### config.mk
export PLATFORM = sky130hd
export DESIGN_NAME = signed_divider
export DESIGN_NICKNAME = d
export VERILOG_FILES = /design/src/rtl/signed_divider_pkg.sv /design/src/rtl/signed_divider_div_step.sv /design/src/rtl/signed_divider.sv
export SDC_FILE = /design/constraint.sdc
export NUM_CORES = 1
export LEC_CHECK = 0
export BUFFER_PORTS_ARGS = -buffer_cell sky130_fd_sc_hd__buf_2
export CORE_ASPECT_RATIO = 1.25
export CORE_MARGIN = 3
export CORE_UTILIZATION = 59
export CTS_CLUSTER_DIAMETER = 80
export DETAILED_ROUTE_END_ITERATION = 8
export GPL_TIMING_DRIVEN = 0
export PLACE_DENSITY = 0.79
export SYNTH_ARGS = -nofsm -noshare
export SYNTH_HDL_FRONTEND = slang
export SYNTH_HIERARCHICAL = 1
export SYNTH_SLANG_ARGS = --single-unit
export TNS_END_PERCENT = 10
### constraint.sdc
create_clock -name clk -period 3.2 [get_ports clk]
set_clock_uncertainty 0.15 [all_clocks]
set_input_delay 0.32 -clock clk [delete_from_list [all_inputs] [get_ports clk]]
set_output_delay 0.32 -clock clk [all_outputs]
set_load 0.02 [all_outputs]
### src/rtl/signed_divider_pkg.sv
// Shared types and constants for the signed divider.
// Holds the FSM encoding, operand widths and the magnitude helpers.
package signed_divider_pkg;

    localparam int DIVIDEND_W = 16;
    localparam int DIVISOR_W  = 8;
    localparam int ITER_COUNT = 8;
    localparam int CNT_W      = $clog2(ITER_COUNT);

    typedef enum logic [2:0] {
        S_IDLE = 3'd0,
        S_LOAD = 3'd1,
        S_ITER = 3'd2,
        S_FIX  = 3'd3,
        S_DONE = 3'd4
    } state_t;

    // Two's-complement magnitude; the most negative value maps onto
    // its own bit pattern, which reads correctly as unsigned.
    function automatic logic [DIVIDEND_W-1:0] mag_dvd(
        input logic [DIVIDEND_W-1:0] x
    );
        return x[DIVIDEND_W-1] ? -x : x;
    endfunction

    function automatic logic [DIVISOR_W-1:0] mag_dvs(
        input logic [DIVISOR_W-1:0] x
    );
        return x[DIVISOR_W-1] ? -x : x;
    endfunction

endpackage

### src/rtl/signed_divider_div_step.sv
// One restoring trial-subtract step of the divider.
// Ports: rem_in (9b shifted partial remainder), dvs (8b), rem_out, q_bit.
module div_step
    import signed_divider_pkg::*;
(
    input  logic [DIVISOR_W:0]   rem_in,
    input  logic [DIVISOR_W-1:0] dvs,
    output logic [DIVISOR_W-1:0] rem_out,
    output logic                 q_bit
);

    // After a successful subtract the result is below dvs, so the
    // 8-bit modular difference is exact.
    always_comb begin
        q_bit   = (rem_in >= {1'b0, dvs});
        rem_out = rem_in[DIVISOR_W-1:0];
        if (q_bit) begin
            rem_out = rem_in[DIVISOR_W-1:0] - dvs;
        end
    end

endmodule

### src/rtl/signed_divider.sv
// Sequential signed 16/8 divider, truncating toward zero, fixed latency.
// Ports: clk, reset(n), start, dividend, divisor -> quotient, remainder,
//        busy, done, div_by_zero, overflow.
module signed_divider
    import signed_divider_pkg::*;
(
    input  logic                  clk,
    input  logic                  reset,
    input  logic                  start,
    input  logic [DIVIDEND_W-1:0] dividend,
    input  logic [DIVISOR_W-1:0]  divisor,
    output logic [DIVISOR_W-1:0]  quotient,
    output logic [DIVISOR_W-1:0]  remainder,
    output logic                  busy,
    output logic                  done,
    output logic                  div_by_zero,
    output logic                  overflow
);

    localparam logic [CNT_W-1:0] LAST_CNT = CNT_W'(ITER_COUNT - 1);

    state_t                  state;
    logic [CNT_W-1:0]        cnt;
    logic [DIVIDEND_W-1:0]   dvd_q;
    logic [DIVISOR_W-1:0]    dvs_q;
    logic [DIVISOR_W-1:0]    dvs_mag;
    logic [DIVISOR_W:0]      prem;
    logic [DIVISOR_W-1:0]    dlo;
    logic                    qneg;
    logic                    rneg;

    logic [DIVIDEND_W-1:0]   dvd_abs;
    logic [DIVISOR_W-1:0]    dvs_abs;
    logic [DIVISOR_W-1:0]    step_rem;
    logic                    step_q;
    logic [DIVISOR_W-1:0]    r_mag;
    logic                    q_big;
    logic                    ovf_fix;
    logic                    err_fix;

    assign dvd_abs = mag_dvd(dvd_q);
    assign dvs_abs = mag_dvs(dvs_q);

    div_step u_step (
        .rem_in  (prem),
        .dvs     (dvs_mag),
        .rem_out (step_rem),
        .q_bit   (step_q)
    );

    // prem always holds the already-shifted trial value, so the final
    // remainder sits in its upper 8 bits once the last step is done.
    // dlo shifts dividend bits out at the top and quotient bits in at
    // the bottom, ending up as the quotient magnitude.
    assign r_mag = prem[DIVISOR_W:1];

    // A negative result may reach -128; a positive one stops at 127.
    // A zero divisor yields an all-ones magnitude, which is not an
    // overflow in its own right.
    always_comb begin
        q_big   = qneg ? (dlo > 8'd128) : (dlo > 8'd127);
        ovf_fix = overflow | (~div_by_zero & q_big);
        err_fix = ovf_fix | div_by_zero;
    end

    always_ff @(posedge clk or negedge reset) begin
        if (!reset) begin
            state       <= S_IDLE;
            cnt         <= '0;
            dvd_q       <= '0;
            dvs_q       <= '0;
            dvs_mag     <= '0;
            prem        <= '0;
            dlo         <= '0;
            qneg        <= 1'b0;
            rneg        <= 1'b0;
            quotient    <= '0;
            remainder   <= '0;
            busy        <= 1'b0;
            done        <= 1'b0;
            div_by_zero <= 1'b0;
            overflow    <= 1'b0;
        end else begin
            unique case (state)
                S_IDLE, S_DONE: begin
                    if (start) begin
                        dvd_q       <= dividend;
                        dvs_q       <= divisor;
                        done        <= 1'b0;
                        div_by_zero <= 1'b0;
                        overflow    <= 1'b0;
                        busy        <= 1'b1;
                        state       <= S_LOAD;
                    end
                end
                S_LOAD: begin
                    dvs_mag     <= dvs_abs;
                    prem        <= {dvd_abs[15:8], dvd_abs[7]};
                    dlo         <= {dvd_abs[6:0], 1'b0};
                    qneg        <= dvd_q[15] ^ dvs_q[7];
                    rneg        <= dvd_q[15];
                    div_by_zero <= (dvs_q == '0);
                    overflow    <= (dvs_q != '0) &&
                                   (dvd_abs[15:8] >= dvs_abs);
                    cnt         <= '0;
                    state       <= S_ITER;
                end
                S_ITER: begin
                    prem <= {step_rem, dlo[7]};
                    dlo  <= {dlo[6:0], step_q};
                    cnt  <= cnt + 1'b1;
                    if (cnt == LAST_CNT) begin
                        state <= S_FIX;
                    end
                end
                S_FIX: begin
                    overflow <= ovf_fix;
                    if (err_fix) begin
                        quotient  <= '0;
                        remainder <= '0;
                    end else begin
                        quotient  <= qneg ? -dlo : dlo;
                        remainder <= rneg ? -r_mag : r_mag;
                    end
                    done  <= 1'b1;
                    busy  <= 1'b0;
                    state <= S_DONE;
                end
                default: begin
                    state <= S_IDLE;
                end
            endcase
        end
    end

endmodule

---- Word-level counts from Yosys, hierarchy flattened ----
Cells that the tools add are included.
word-level totals
  register bits ........................... 77
  input port bits ......................... 27
  output and inout bits ................... 20
  word-level logic and storage cells ...... 71
operators by class
  add/sub/neg operators ................... 6
  $lt $le $gt $ge ......................... 4
  equal/unequal tests ..................... 7
  multiplexer cells ....................... 20
  bitwise gates (word level) .............. 5
  reduce and logical (&&, ||, !) cells .... 14
operator list
  cell                                                                              number
  8-bit 2-to-1 mux                                                                  6
  8-bit negation                                                                    3
  9-bit case mux with 2 select lines                                                1
  16-bit 2-to-1 mux                                                                 1
  16-bit negation                                                                   1
  8-bit case mux with 2 select lines                                                1
  3-bit case mux with 4 select lines                                                1
  2-bit AND reduction                                                               5
  9-bit by 8-bit >= comparator with 1-bit output                                    1
  8-bit >= comparator                                                               1
  8-bit by 7-bit greater-than comparator with 1-bit output (second input constant)  1
  8-bit greater-than comparator (second input constant)                             1
  8-bit logical NOT                                                                 1
  8-bit nonzero test                                                                1
  8-bit subtractor                                                                  1
  3-bit by 2-bit equality test with 1-bit output (second input constant)            2
  3-bit equality test (second input constant)                                       2
  3-bit 2-to-1 mux                                                                  2
  1-bit case mux with 2 select lines                                                3
  3-bit case mux with 2 select lines                                                1
  2-bit nonzero test                                                                3
  2-bit inequality test (second input constant)                                     2
  3-bit by 1-bit adder with 3-bit output (second input constant)                    1
  3-bit by 1-bit equality test with 1-bit output (second input constant)            1
  10 further kinds                                                                  13

---- Logic depth before layout (Yosys ltp) ----
  depth after elaboration ................. 6
  mapped depth ............................ 11
  gate-level depth less buffers ........... 11

---- Modules after synthesis ----
The synthesis kept the hierarchy.
by module, submodules not included
  module          times used  cells an instance  area an instance (um2)  seq. area each (um2)
  signed_divider  1           409                3900.0                  1926.8
  div_step        1           69                 520.5                   0.0

---- Least setup slack after synthesis ----
No wires, ideal clock.
  path type ............................... register to register
  start ................................... register dvd_q[5]
  end ..................................... register overflow
  setup time .............................. 0.120 ns
  arrival time ............................ 2.411 ns
  required time ........................... 2.930 ns
  path slack .............................. 0.519 ns
  stages on the path, launching flop included .. 11
  cells stage by stage .................... dfrtp_1 nor4_4 nand2_1 o31ai_1 xor2_1 ha_1 nand2b_1 a21o_1 a2111oi_0 o21ai_0 and3_1
on the way
  cells in the longest elaborated chain, start to end .. 5
RTL lines
  element                             line                      text
  from (decl)                         signed_divider.sv:24      logic [DIVIDEND_W-1:0] dvd_q;
  from (signal assigned)              signed_divider.sv:87      dvd_q <= dividend;
  16-bit negation                     signed_divider_pkg.sv:23  return x[DIVIDEND_W-1] ? -x : x;
  16-bit 2-to-1 mux                   signed_divider_pkg.sv:23
  8-bit >= comparator                 signed_divider.sv:104     (dvd_abs[15:8] >= dvs_abs);
  1-bit logical AND                   signed_divider.sv:103     overflow <= (dvs_q != '0) &&
  1-bit case mux with 3 select lines  signed_divider.sv:84      unique case (state)
  to (signal assigned)                signed_divider.sv:103
  to (signal assigned)                signed_divider.sv:117     overflow <= ovf_fix;
  to (decl)                           signed_divider.sv:17      output logic overflow
No other way between the ends.
A chain may end at the register's enable or synchronous reset.

---- Worst setup path after layout ----
  start ................................... register dvd_q[2]
  end ..................................... register overflow
The elaborated chain is that of the path after synthesis.

==> flow_summary_export.csv <==
group,metric,value,unit
setup_path,r2r-start,"dvd_q[2]$_DFFE_PN0P_",
die,pin_count,47,
die,die_area,0.00857,mm2
setup_path,crit_required,3290,ps
cts,clock_sinks,77,
die,die_x,83.4,um
power_and_ir_drop,finalPower,6220,uW
cells_and_area,layout-drive-gt1-share,17.0,%
setup_path,worstSetupEndpointType,"register",
timing,period_needed,3030,ps
power_and_ir_drop,vdd_ir_drop_max,0.000646,V
synth,synth_seq_cells,77,
die,start_util,62.2,%
placement,place.detailed.hpwl,7.17,mm
detailed_routing,drtIter0Drc,116,
placement,globalplace.congestion,0.880,
synth,syn_inst,478,
detailed_routing,vias,3643,
synth,syn_nets,528,
synth,synth_edf_count,0,
cts,numCtsBuffers,9,
cts,clkLatencyLatePin,350,ps
detailed_routing,drt_pass1_iterations,5,
global_route,grt_pass1_vias,3594,
cts,path_clk_slew,90,ps
hold_path,hold_end,"dvd_q[11]$_DFFE_PN0P_",
timing,period_share,94.6,%
synth,yosysMostFrequentCell,"nand2_1",
global_route,grt_max_degree,78,
detailed_routing,drc_errors,0,
cells_and_area,nets,597,
cts,cts.htree.levels,3,
setup_path,path_max_fanout,6,
detailed_routing,wl_met2,5.09,mm
setup_path,worstReg2RegEnd,"overflow$_DFFE_PN0P_",
cts,cts_tree,"done",
hold_path,worstHoldStart,"dividend[11]",
detailed_routing,top_layer_used,"met4",
synth,ys_types,57,
cells_and_area,syn_to_final_growth,16.4,%
status,outcome,"finished clean",
setup_path,crit_type,"reg2reg",
timing,finalMaxSlewViolations,0,
synth,yosysTopAreaCell,"dfrtp_1",
hold_path,holdPathStages,3,
detailed_routing,drtAntennaViolNets,0,
synth,synthTopCellsByCount,"nand2_1 (116), dfrtp_1 (77), o21ai_1 (33)",
cts,clk_path_buf_depth,2,
timing,relSlewSlack,37.7,%
die,core.rowCount,34,
timing,hold_viol_final,0,
synth,synth_top_cell_area_share,43.6,%
synth,seq_area_frac_synth,43.6,%
synth,synth_area_leaders,"dfrtp_1 (44%), nand2_1 (9.8%), ha_1 (6.2%)",
die,coreArea,0.00710,mm2
timing,setup_violations,0,
setup_path,start_kind,"register",
cells_and_area,n_fill_cell,538,
global_route,grt.total_usage,24.7,%
die,die_h,103,um
hold_path,hp-class,"in2reg",
setup_path,r2r_cells,10,
detailed_routing,met3_length,515,um
detailed_routing,wirelength,9.88,mm
detailed_routing,met1Wirelength,4.07,mm
timing,setup_tns,0,ps
timing,worst_slew_pin_slew,934,ps
cts,root_buffer,"clkbuf_8",
cells_and_area,diodes,0,
power_and_ir_drop,p_leak,0.00248,uW
detailed_routing,routed_via_density,5.67,
global_route,grt_pass1_wl,16.8,mm
synth,avgSynthCellArea,9.25,um2
synth,netlist_area,0.00442,mm2
global_route,antenna_found_initial,0,
synth,synth-main-ff-cell,"dfrtp_1",
global_route,grt_overflow,0,
setup_path,reg2reg_slack,170,ps
synth,yosysWarningCount,6,
placement,port_buffers,46,
setup_path,cp.arrival,3120,ps
job,cap_viol_max_count,0,
detailed_routing,wl_per_cell,15.4,um
power_and_ir_drop,power_density,1210,mW/mm2
timing,fmax,330,MHz
synth,async_flop_share,100,%
==> timing repair <==
action,4_1_cts,5_1_grt
endpoints found under the hold margin,67,0
hold buffers,12,0
buffers inserted,0,0
gates resized for setup,0,6
endpoints found under the setup margin,0,1
==> how the worst max path moves through the flow <==
stage               cells past startpoint            startpoint  slack (ps)              endpoint
CTS                                    10  dvd_q[5]$_DFFE_PN0P_          90  overflow$_DFFE_PN0P_
detailed placement                     10  dvd_q[5]$_DFFE_PN0P_         130  overflow$_DFFE_PN0P_
floorplan                              10  dvd_q[5]$_DFFE_PN0P_         520  overflow$_DFFE_PN0P_
global route                           10  dvd_q[2]$_DFFE_PN0P_         -30  overflow$_DFFE_PN0P_
finish                                 10  dvd_q[2]$_DFFE_PN0P_         170  overflow$_DFFE_PN0P_
global placement                       10  dvd_q[5]$_DFFE_PN0P_         120  overflow$_DFFE_PN0P_
==> power by group <==
part / switching, uW / leakage (uW) / internal [uW] / total [uW]
combinational: 1950 / 0.00138 / 1500 / 3450
sequential: 470 / 0.000975 / 1400 / 1870
clock: 374 / 0.000124 / 524 / 898
total: 2790 / 0.00248 / 3430 / 6220
==> through the flow <==
| stage | hold slack, ps | setup slack (ps) | util (%) | cell area, um2 | cells |
|---|---|---|---|---|---|
| detailed placement | 309 | 129 | 67.1 | 4770 | 614 |
| global placement | 304 | 122 | 67.0 | 4760 | 614 |
| finish | 17.1 | 172 | 72.4 | 5150 | 642 |
| floorplan | -126 | 519 | - | 4420 | 478 |
| CTS | 2.92 | 91.1 | 72.2 | 5130 | 642 |
| global route | 6.96 | -34.0 | 72.4 | 5150 | 642 |
==> cell families (layout without fill, tap and decap cells) <==
logic type	count (synthesis)	in the layout	synth area share, %
XOR/XNOR	33	33	6.54
AO/OA/AOI/OAI	115	115	17.7
flip-flops	77	77	43.6
multiplexers	12	12	2.89
buffers and inverters	44	118	3.93
AND/OR/NAND/NOR	174	174	18.7
adder cells (fa/ha/maj)	23	23	6.68
==> cells in the final DEF, fill, tap and decap left out, types with 3 or more instances in the layout <==
master / netlist / final
clkbuf_8: 0 / 9
o21a_1: 3 / 3
nor2_1: 12 / 12
nor4_4: 3 / 3
o21ai_0: 16 / 15
nand3_1: 3 / 3
clkbuf_1: 12 / 12
xnor2_1: 14 / 14
bufinv_16: 0 / 3
a21oi_1: 8 / 8
inv_1: 23 / 23
a31oi_1: 3 / 3
nand2_1: 116 / 115
dlygate4sd3_1: 0 / 12
xor2_1: 19 / 19
o21ai_1: 33 / 34
nor3_1: 7 / 7
o31ai_1: 9 / 8
ha_1: 22 / 22
a21o_1: 10 / 10
nor2b_1: 5 / 5
mux2_2: 6 / 6
a22oi_1: 9 / 9
nor4_1: 3 / 3
buf_2: 7 / 52
mux2i_1: 6 / 6
nand2b_1: 6 / 6
a22o_1: 7 / 7
dfrtp_1: 77 / 76
==> registers in the layout, summed over array words and instances (netlist names) <==
register and count:
div_by_zero 1, dvs_q 8, dvd_q 16, done 1, overflow 1, dvs_mag 8, rneg 1, qneg 1
prem 9, quotient 8, cnt 3, busy 1, remainder 8, state 3, dlo 8
==> final cells by class <==
| cell class | instances | area, um2 | area share, % |
|---|---|---|---|
| Tap cell | 90 | 113 | 2.19 |
| Multi-Input combinational cell | 357 | 2330 | 45.3 |
| Buffer | 21 | 87.6 | 1.70 |
| Clock buffer | 9 | 124 | 2.41 |
| Timing Repair Buffer | 58 | 353 | 6.86 |
| Inverter | 23 | 86.3 | 1.68 |
| Sequential cell | 77 | 1930 | 37.5 |
| Clock inverter | 7 | 121 | 2.36 |
==> routing by layer <==
layer	GRT usage (%)	vias up
met4	10.9	0
met1	29.3	1730
met5	0	-
li1	-	1785
met3	4.64	17
met2	44.5	111
==> critical path, cell delays in order (launching register included) <==
cell	delay (ps)
dfrtp_2	470
nor4_4	350
nand2_2	150
o31ai_2	230
xor2_1	280
ha_1	280
nand2b_1	140
a21o_1	190
a2111oi_2	360
o21ai_1	130
and3_1	180
(Power assumes the default switching activity.)
